## src/rtl/stack_arbiter.sv

```systemverilog
// stack_arbiter: round-robin arbiter that shares one stack between NREQ requesters.
// Each granted request becomes exactly one stack command. The arbiter then waits for
// the stack's results and returns rdata/err with a one-cycle done pulse.
//
// Optional build macro: STACK_ARB_PRECHECK_EN
//   When defined, a push on a full stack or a pop on an empty stack is refused
//   without being issued to the stack. The arbiter goes straight to DONE with err=1.
//
// Ports:
//   clk, rst_n     clock, asynchronous active-low reset
//   req            per-requester request, held until its done pulse
//   req_op         2-bit op per requester: 00 nop, 01 clear, 10 push, 11 pop
//   req_wdata      DW-bit push data per requester
//   gnt            one-hot grant, high from ISSUE through DONE
//   done           one-cycle completion pulse to the granted requester
//   rdata, err     popped data and error status, valid with done
//   err_cnt        saturating count of errored ops
//   busy           high whenever the FSM is not idle
//   stk_cmd        command to the stack
//   stk_data_in    push data to the stack
//   stk_data_out   pop data from the stack
//   stk_full       stack full flag
//   stk_empty      stack empty flag
//   stk_error      stack error flag
module stack_arbiter #(
  parameter int unsigned NREQ = 2,
  parameter int unsigned DW   = 8
) (
  input  logic                 clk,
  input  logic                 rst_n,
  input  logic [NREQ-1:0]      req,
  input  logic [2*NREQ-1:0]    req_op,
  input  logic [DW*NREQ-1:0]   req_wdata,
  output logic [NREQ-1:0]      gnt,
  output logic [NREQ-1:0]      done,
  output logic [DW-1:0]        rdata,
  output logic                 err,
  output logic [7:0]           err_cnt,
  output logic                 busy,
  output logic [1:0]           stk_cmd,
  output logic [DW-1:0]        stk_data_in,
  input  logic [DW-1:0]        stk_data_out,
  input  logic                 stk_full,
  input  logic                 stk_empty,
  input  logic                 stk_error
);

  localparam int unsigned PW = (NREQ > 1) ? $clog2(NREQ) : 1;

  localparam logic [1:0] OP_NOP  = 2'b00;
  localparam logic [1:0] OP_PUSH = 2'b10;
  localparam logic [1:0] OP_POP  = 2'b11;

  typedef enum logic [1:0] {
    S_IDLE  = 2'd0,
    S_ISSUE = 2'd1,
    S_WAIT  = 2'd2,
    S_DONE  = 2'd3
  } state_e;

  state_e          state_q, state_d;
  logic [NREQ-1:0] gnt_q, gnt_d;
  logic [NREQ-1:0] done_q, done_d;
  logic [DW-1:0]   rdata_q, rdata_d;
  logic            err_q, err_d;
  logic [7:0]      err_cnt_q, err_cnt_d;
  logic            busy_q, busy_d;
  logic [1:0]      stk_cmd_q, stk_cmd_d;
  logic [DW-1:0]   stk_data_in_q, stk_data_in_d;
  logic [PW-1:0]   rr_q, rr_d;
  logic [PW-1:0]   gidx_q, gidx_d;
  logic [1:0]      op_q, op_d;
  logic            err_set;

  // Round-robin pick: rotate req so the rr pointer sits at bit 0, take the first set bit
  logic [2*NREQ-1:0] req_dbl;
  logic [NREQ-1:0]   req_rot;
  logic              pick_vld;
  logic [PW-1:0]     pick_idx;
  logic [1:0]        pick_op;
  logic [DW-1:0]     pick_wdata;

  always_comb begin
    req_dbl  = {req, req};
    req_rot  = NREQ'(req_dbl >> rr_q);
    pick_vld = 1'b0;
    pick_idx = '0;
    for (int unsigned k = 0; k < NREQ; k++) begin
      if (!pick_vld && req_rot[k]) begin
        pick_vld = 1'b1;
        pick_idx = PW'((32'(rr_q) + k) % NREQ);
      end
    end
    pick_op    = OP_NOP;
    pick_wdata = '0;
    for (int unsigned i = 0; i < NREQ; i++) begin
      if (pick_idx == PW'(i)) begin
        pick_op    = req_op[2*i +: 2];
        pick_wdata = req_wdata[DW*i +: DW];
      end
    end
  end

`ifndef STACK_ARB_PRECHECK_EN
  // Flags are consulted only by the precheck path
  logic unused_flags;
  assign unused_flags = stk_full ^ stk_empty;
`endif

  // Next-state and registered-output logic
  always_comb begin
    state_d       = state_q;
    gnt_d         = gnt_q;
    done_d        = done_q;
    rdata_d       = rdata_q;
    err_d         = err_q;
    err_cnt_d     = err_cnt_q;
    stk_cmd_d     = stk_cmd_q;
    stk_data_in_d = stk_data_in_q;
    rr_d          = rr_q;
    gidx_d        = gidx_q;
    op_d          = op_q;
    err_set       = 1'b0;

    case (state_q)
      S_IDLE: begin
        if (pick_vld) begin
          gidx_d = pick_idx;
          op_d   = pick_op;
          gnt_d  = NREQ'(1) << pick_idx;
`ifdef STACK_ARB_PRECHECK_EN
          // Refuse ops the stack is known to reject; nothing is sent to the stack
          if ((pick_op == OP_PUSH && stk_full) || (pick_op == OP_POP && stk_empty)) begin
            done_d  = NREQ'(1) << pick_idx;
            err_d   = 1'b1;
            err_set = 1'b1;
            state_d = S_DONE;
          end else
`endif
          begin
            stk_cmd_d     = pick_op;
            stk_data_in_d = pick_wdata;
            state_d       = S_ISSUE;
          end
        end
      end
      S_ISSUE: begin
        stk_cmd_d = OP_NOP;
        state_d   = S_WAIT;
      end
      S_WAIT: begin
        done_d  = gnt_q;
        state_d = S_DONE;
        // Only push/pop can legitimately fail; nop/clear always report success
        if (op_q == OP_PUSH || op_q == OP_POP) begin
          err_d   = stk_error;
          err_set = stk_error;
        end else begin
          err_d = 1'b0;
        end
        if (op_q == OP_POP && !stk_error) begin
          rdata_d = stk_data_out;
        end
      end
      S_DONE: begin
        done_d  = '0;
        gnt_d   = '0;
        rr_d    = (gidx_q == PW'(NREQ-1)) ? '0 : gidx_q + PW'(1);
        state_d = S_IDLE;
      end
      default: state_d = S_IDLE;
    endcase

    if (err_set && err_cnt_q != 8'hFF) begin
      err_cnt_d = err_cnt_q + 8'd1;
    end

    busy_d = (state_d != S_IDLE);
  end

  // State and output registers
  always_ff @(posedge clk or negedge rst_n) begin
    if (!rst_n) begin
      state_q       <= S_IDLE;
      gnt_q         <= '0;
      done_q        <= '0;
      rdata_q       <= '0;
      err_q         <= 1'b0;
      err_cnt_q     <= '0;
      busy_q        <= 1'b0;
      stk_cmd_q     <= OP_NOP;
      stk_data_in_q <= '0;
      rr_q          <= '0;
      gidx_q        <= '0;
      op_q          <= OP_NOP;
    end else begin
      state_q       <= state_d;
      gnt_q         <= gnt_d;
      done_q        <= done_d;
      rdata_q       <= rdata_d;
      err_q         <= err_d;
      err_cnt_q     <= err_cnt_d;
      busy_q        <= busy_d;
      stk_cmd_q     <= stk_cmd_d;
      stk_data_in_q <= stk_data_in_d;
      rr_q          <= rr_d;
      gidx_q        <= gidx_d;
      op_q          <= op_d;
    end
  end

  assign gnt         = gnt_q;
  assign done        = done_q;
  assign rdata       = rdata_q;
  assign err         = err_q;
  assign err_cnt     = err_cnt_q;
  assign busy        = busy_q;
  assign stk_cmd     = stk_cmd_q;
  assign stk_data_in = stk_data_in_q;

endmodule

```

## config.mk

```make
export PLATFORM = sky130hd
export DESIGN_NAME = stack_arbiter
export DESIGN_NICKNAME = d
export VERILOG_FILES = /design/src/rtl/stack_arbiter.sv
export SDC_FILE = /design/constraint.sdc
export NUM_CORES = 1
export LEC_CHECK = 0
export CORE_UTILIZATION = 39
export DETAILED_ROUTE_END_ITERATION = 6
export GPL_TIMING_DRIVEN = 0
export PLACE_DENSITY = 0.83
export SLEW_MARGIN = 20
export SYNTH_ARGS = -nofsm -noshare
export SYNTH_HDL_FRONTEND = slang
export SYNTH_SLANG_ARGS = --single-unit
export TNS_END_PERCENT = 100
```

## constraint.sdc

```tcl
create_clock -name clk -period 1.4 [get_ports clk]
set_input_delay 0.28 -clock clk [delete_from_list [all_inputs] [get_ports clk]]
set_output_delay 0.28 -clock clk [all_outputs]
set_load 0.05 [all_outputs]
```

# After elaboration in Yosys (flattened, before gate mapping)
# Index checks and enable logic that the tools add are counted.
# totals
register_bits,38
latchBits,0
ramBits,0
rom_bits,0
inputBits,35
out_inout_bits,32
word_cells,55
memories,0
# classes
addsub,3
multipliers,0
div_mod_pow,0
order_cmp,0
eq_ne,7
shift,2
n_mux,16
bitwise,0
n_reduce_logical,15
# op_table
op,n
2-bit one-hot mux with 2 select lines,3
8-bit by 1-bit adder with 8-bit output (second input constant),1
2-bit equality test (second input constant),4
2-bit 2-to-1 mux,4
8-bit 2-to-1 mux,1
8-bit != test (second input constant),1
2-bit one-hot mux with 4 select lines,1
2-bit AND reduction,4
2-bit nonzero test,4
1-bit 2-to-1 mux,7
4-bit by 1-bit >> shifter with 2-bit output,1
1-bit logical AND,3
1-bit adder (second input constant),2
2-bit by 1-bit equality test with 1-bit output (second input constant),1
1-bit logical NOT,2
2-bit logical NOT,1
2-bit != test (second input constant),1
1-bit by 1-bit left shift with 2-bit output (first input constant),1
1-bit logical OR,1

# Depth between registers and ports, before layout
# depth
depth_word,8
mapped_depth,7
ltp_nobuf,6

# Worst setup path before layout
# Ideal clock, no wire load.
# synth_path
path_kind,register to register
start,"register err_cnt_q[0], in the netlist err_cnt[0]"
end,"register err_cnt_q[1], in the netlist err_cnt[1]"
setup_time_ns,0.125
arrival_time_ns,1.664
required_time_ns,1.275
slack_ns,-0.388
stages_incl_launch_ff,6
path_buffers,0
period_less_slack_ns,1.788
cell_sequence,dfrtp_1 ha_1 nand3_1 nand2b_1 nand2b_2 mux2_2
# synth_via
elab_chain_len,2
elab_cells_between_ends,3
classes_between,add/sub (1); eq/ne (1); reduce/logical (1)
# synth_lines
element,line,source
"start, declared",66,"logic [7:0] err_cnt_q, err_cnt_d;"
"start signal, assigned",202,err_cnt_q <= err_cnt_d;
"parallel branches: the longest is 2 deep, another holds 8-bit by 1-bit adder with 8-bit output",--,
# Several ways; the timed one is not identified.
# A chain may end at the register's enable or synchronous reset.

# Worst setup path in the final report
# layout_path
start,register state_q[0]
end,"register rdata_q[2], in the netlist rdata[2]"
# layout_via
elab_chain_len,2
# layout_lines
element,line,source
"start, declared",61,"state_e state_q, state_d;"
"start signal, assigned",197,state_q <= state_d;
2-bit equality test,125,case (state_q)
2-bit AND reduction (no line),--,
"end signal, assigned",200,rdata_q <= rdata_d;
"end, declared",64,"logic [DW-1:0] rdata_q, rdata_d;"
# No other way between the ends.

==> metrics <==
largest area contributor in the synthesized netlist sky130_fd_sc_hd__dfrtp_1; yosys warns 0; sequential-to-total area share from yosys stat 55.15%; DRC marker count from the first detailed-route iteration 74; category of the worst setup path launch point register; grt total ovfl 0; Least-Margin Pin Slew 0.4211 ns; type of the setup path with the least slack reg2reg; floorplan die area 4691 µm²; vertical extent of the die 68.49 µm; via count 1457; wire length of the first global-routing pass 6044 µm; sum of routed wire length over all layers 4003 µm; Largest delay share family, worst path flip-flops; fill count 305; cells after synthesis 149; cell area after technology mapping 1724 µm²; number of DRC violations after detailed routing 0; slowest stage cell, crit path sky130_fd_sc_hd__dfrtp_1; maximum operating frequency 718.6 MHz; nets@finish 273; clk slew on worst S/H paths 0.08 ns; #FFs+latches synth 38; detailed placer's ending HPWL 2772 µm; number of maximum-capacitance violations 0; Synth top area share 55.15%; worst min-delay path class in2async; most used standard cells in the synthesized netlist sky130_fd_sc_hd__dfrtp_1 (38), sky130_fd_sc_hd__nand2_1 (16), sky130_fd_sc_hd__o21ai_0 (12); core box area 4115 µm²; Clock Root Buffer sky130_fd_sc_hd__clkbuf_8; total routing resource utilization after global routing 17.73%; Vias per Instance 5.130; number of distinct library cells after synthesis 37; hold slack 0.4510 ns; register-to-register setup slack 0.008 ns; Area growth, synth to finish 62.19%; Antenna Cells 0; count of endpoints failing setup in the final report 0; TritonCTS clock tree done; Ports 67; Post-synth EDFFs 0; part of the cycle the worst path needs 99.40%; number of antenna violations at the first check in global routing 0; total buffers and inverters traversed by the critical path 2; row count 23; Data required, critical path 1.58 ns; CP max stage delay 0.40 ns; width of the die 68.49 µm; cell types occupying the most area after synthesis sky130_fd_sc_hd__dfrtp_1 (55%), sky130_fd_sc_hd__mux2i_1 (6.4%), sky130_fd_sc_hd__mux2_2 (5.9%); insertion delay to the later sink of the worst-skew pair 0.29 ns; Slew Viols, Final 0; Fin Clk Skew 0.004470 ns; Bufs on Longest Clock Path 2; Overall Power 6.351 mW; kind of end point of the critical path register; dominant cell by count in the synthesized netlist sky130_fd_sc_hd__dfrtp_1; crit path max fanout 8; power density of the placed cells 2271 nW/µm²; setup repair after global routing missed its margin yes; Critical Path, Cell by Cell inv_2 > ha_4 > buf_12 > nand4b_4 > mux2_2; final cell area excluding filler cells 2796 µm²; highest ir drop seen on vdd 1.836 mV; number of global-route vias before repair 1354; initial standard-cell utilization of the core 41.90%; Avg Cell Area, Syn 11.57 µm²; H-Tree Level Count 2; dominant register cell in the synthesized netlist sky130_fd_sc_hd__dfrtp_1; setup slack of the critical path after layout 0.008437 ns; pre-CTS WS -0.2911 ns; number of cells after detailed placement 264; Static Leak 1.270 nW; worst slew slack as a fraction of its limit 71.93%; fraction of layout cells with a size suffix above 1 38.89%; CTS buffer count 5; maximum number of pins on one net before global-route repair 23; antenna violation net count after detailed routing 0; IO buf count 64; fin cells 284; endpoint arrival time on the critical path 1.57 ns; number of nets in the synthesized netlist 189; fin crit period 1.392 ns; CTS sink count 38; average routed wire per standard cell 14.10 µm; status completed; final number of hold-violating endpoints 0; share of flip-flops with an asynchronous set or reset after synthesis 100.0%; number of detailed-routing iterations run before antenna repair 6; Placer Congestion 0.7837; post-place instance area 2509 µm²
flip-flops by register name (all words and copies together), names as in the netlist:
register / cells
err_cnt: 8
rdata: 8
stk_data_in: 8
done: 2
gnt: 2
op_q: 2
state_q: 2
stk_cmd: 2
busy: 1
err: 1
gidx_q: 1
rr_q: 1
metrics by stage:
stage                     util [%]  setup TNS (ns)
final                        67.95               0
after global routing         67.95         -0.6833
after CTS                    66.74         -0.5516
after detailed placement     60.96          -7.576
after global placement       60.41          -39.36
after floorplan                  -         -0.1922
worst paths after layout:
| path | startpoint | endpoint | depth (start not counted) |
|---|---|---|---|
| max reg2reg | state_q[0] | rdata[2] | 5 |
| max | state_q[0] | rdata[2] | 5 |
| max in group asynchronous | rst_n | err_cnt[2] | 3 |
| min in group clk | gidx_q | rr_q | 1 |
| min reg2reg | gidx_q | rr_q | 1 |
| min | rst_n | err_cnt[5] | 2 |
area by class of cell:
cell class | instances | area (µm²) | share of cell area [%]
Buffer | 3 | 33.78 | 1.208
Clock buffer | 5 | 68.82 | 2.461
Clock inverter | 3 | 45.04 | 1.611
Inverter | 4 | 15.01 | 0.5369
Multi-Input combinational cell | 103 | 839.6 | 30.02
Sequential cell | 38 | 960.9 | 34.36
Tap cell | 50 | 62.56 | 2.237
Timing Repair Buffer | 78 | 770.7 | 27.56
power breakdown:
part           switching [mW]  total, mW  internal [mW]
clock network           0.398      0.928          0.530
logic                    2.18       3.51           1.34
registers               0.341       1.91           1.57
layer usage:
| metal | global-route usage (%) | part of all wire (%) | vias to the layer above |
|---|---|---|---|
| met3 | 4.276 | 5.5 | 8 |
| met1 | 22.23 | 44 | 700 |
| li1 | - | - | 703 |
| met2 | 29.66 | 50 | 46 |
| met5 | 0 | 0 | - |
| met4 | 6.250 | 1.1 | 0 |
kinds of logic after synthesis:
family,after synthesis,synth area share [%]
AO/OA/AOI/OAI,30,10.52
flip-flops,38,55.15
adder cells (fa/ha/maj),5,3.628
AND/OR/NAND/NOR,46,14.88
buffers and inverters,8,2.177
XOR/XNOR,1,0.5081
multiplexers,21,13.14
repair_timing:
action	in CTS	in global routing
resized for setup	105	27
hold buffers	1	0
setup endpoints to repair	57	35
hold endpoints to repair	16	0
buffers inserted	6	4
cloned	0	2
pin swaps	1	5
layout by cell type, fill, tap and decap left out, types with 3 or more instances in the layout:
cell,instances
sky130_fd_sc_hd__dfrtp_2,8
sky130_fd_sc_hd__a21oi_1,6
sky130_fd_sc_hd__buf_2,8
sky130_fd_sc_hd__nand3_1,5
sky130_fd_sc_hd__mux2i_1,11
sky130_fd_sc_hd__dfrtp_1,30
sky130_fd_sc_hd__clkbuf_8,5
sky130_fd_sc_hd__nor2_1,5
sky130_fd_sc_hd__clkdlybuf4s15_2,23
sky130_fd_sc_hd__inv_1,3
sky130_fd_sc_hd__clkdlybuf4s50_1,30
sky130_fd_sc_hd__buf_4,10
sky130_fd_sc_hd__nand2b_4,3
sky130_fd_sc_hd__buf_6,4
sky130_fd_sc_hd__nand2_1,16
sky130_fd_sc_hd__ha_1,3
sky130_fd_sc_hd__o21ai_0,12
sky130_fd_sc_hd__mux2_2,8
Note: power is estimated with default switching activity, not from simulation.
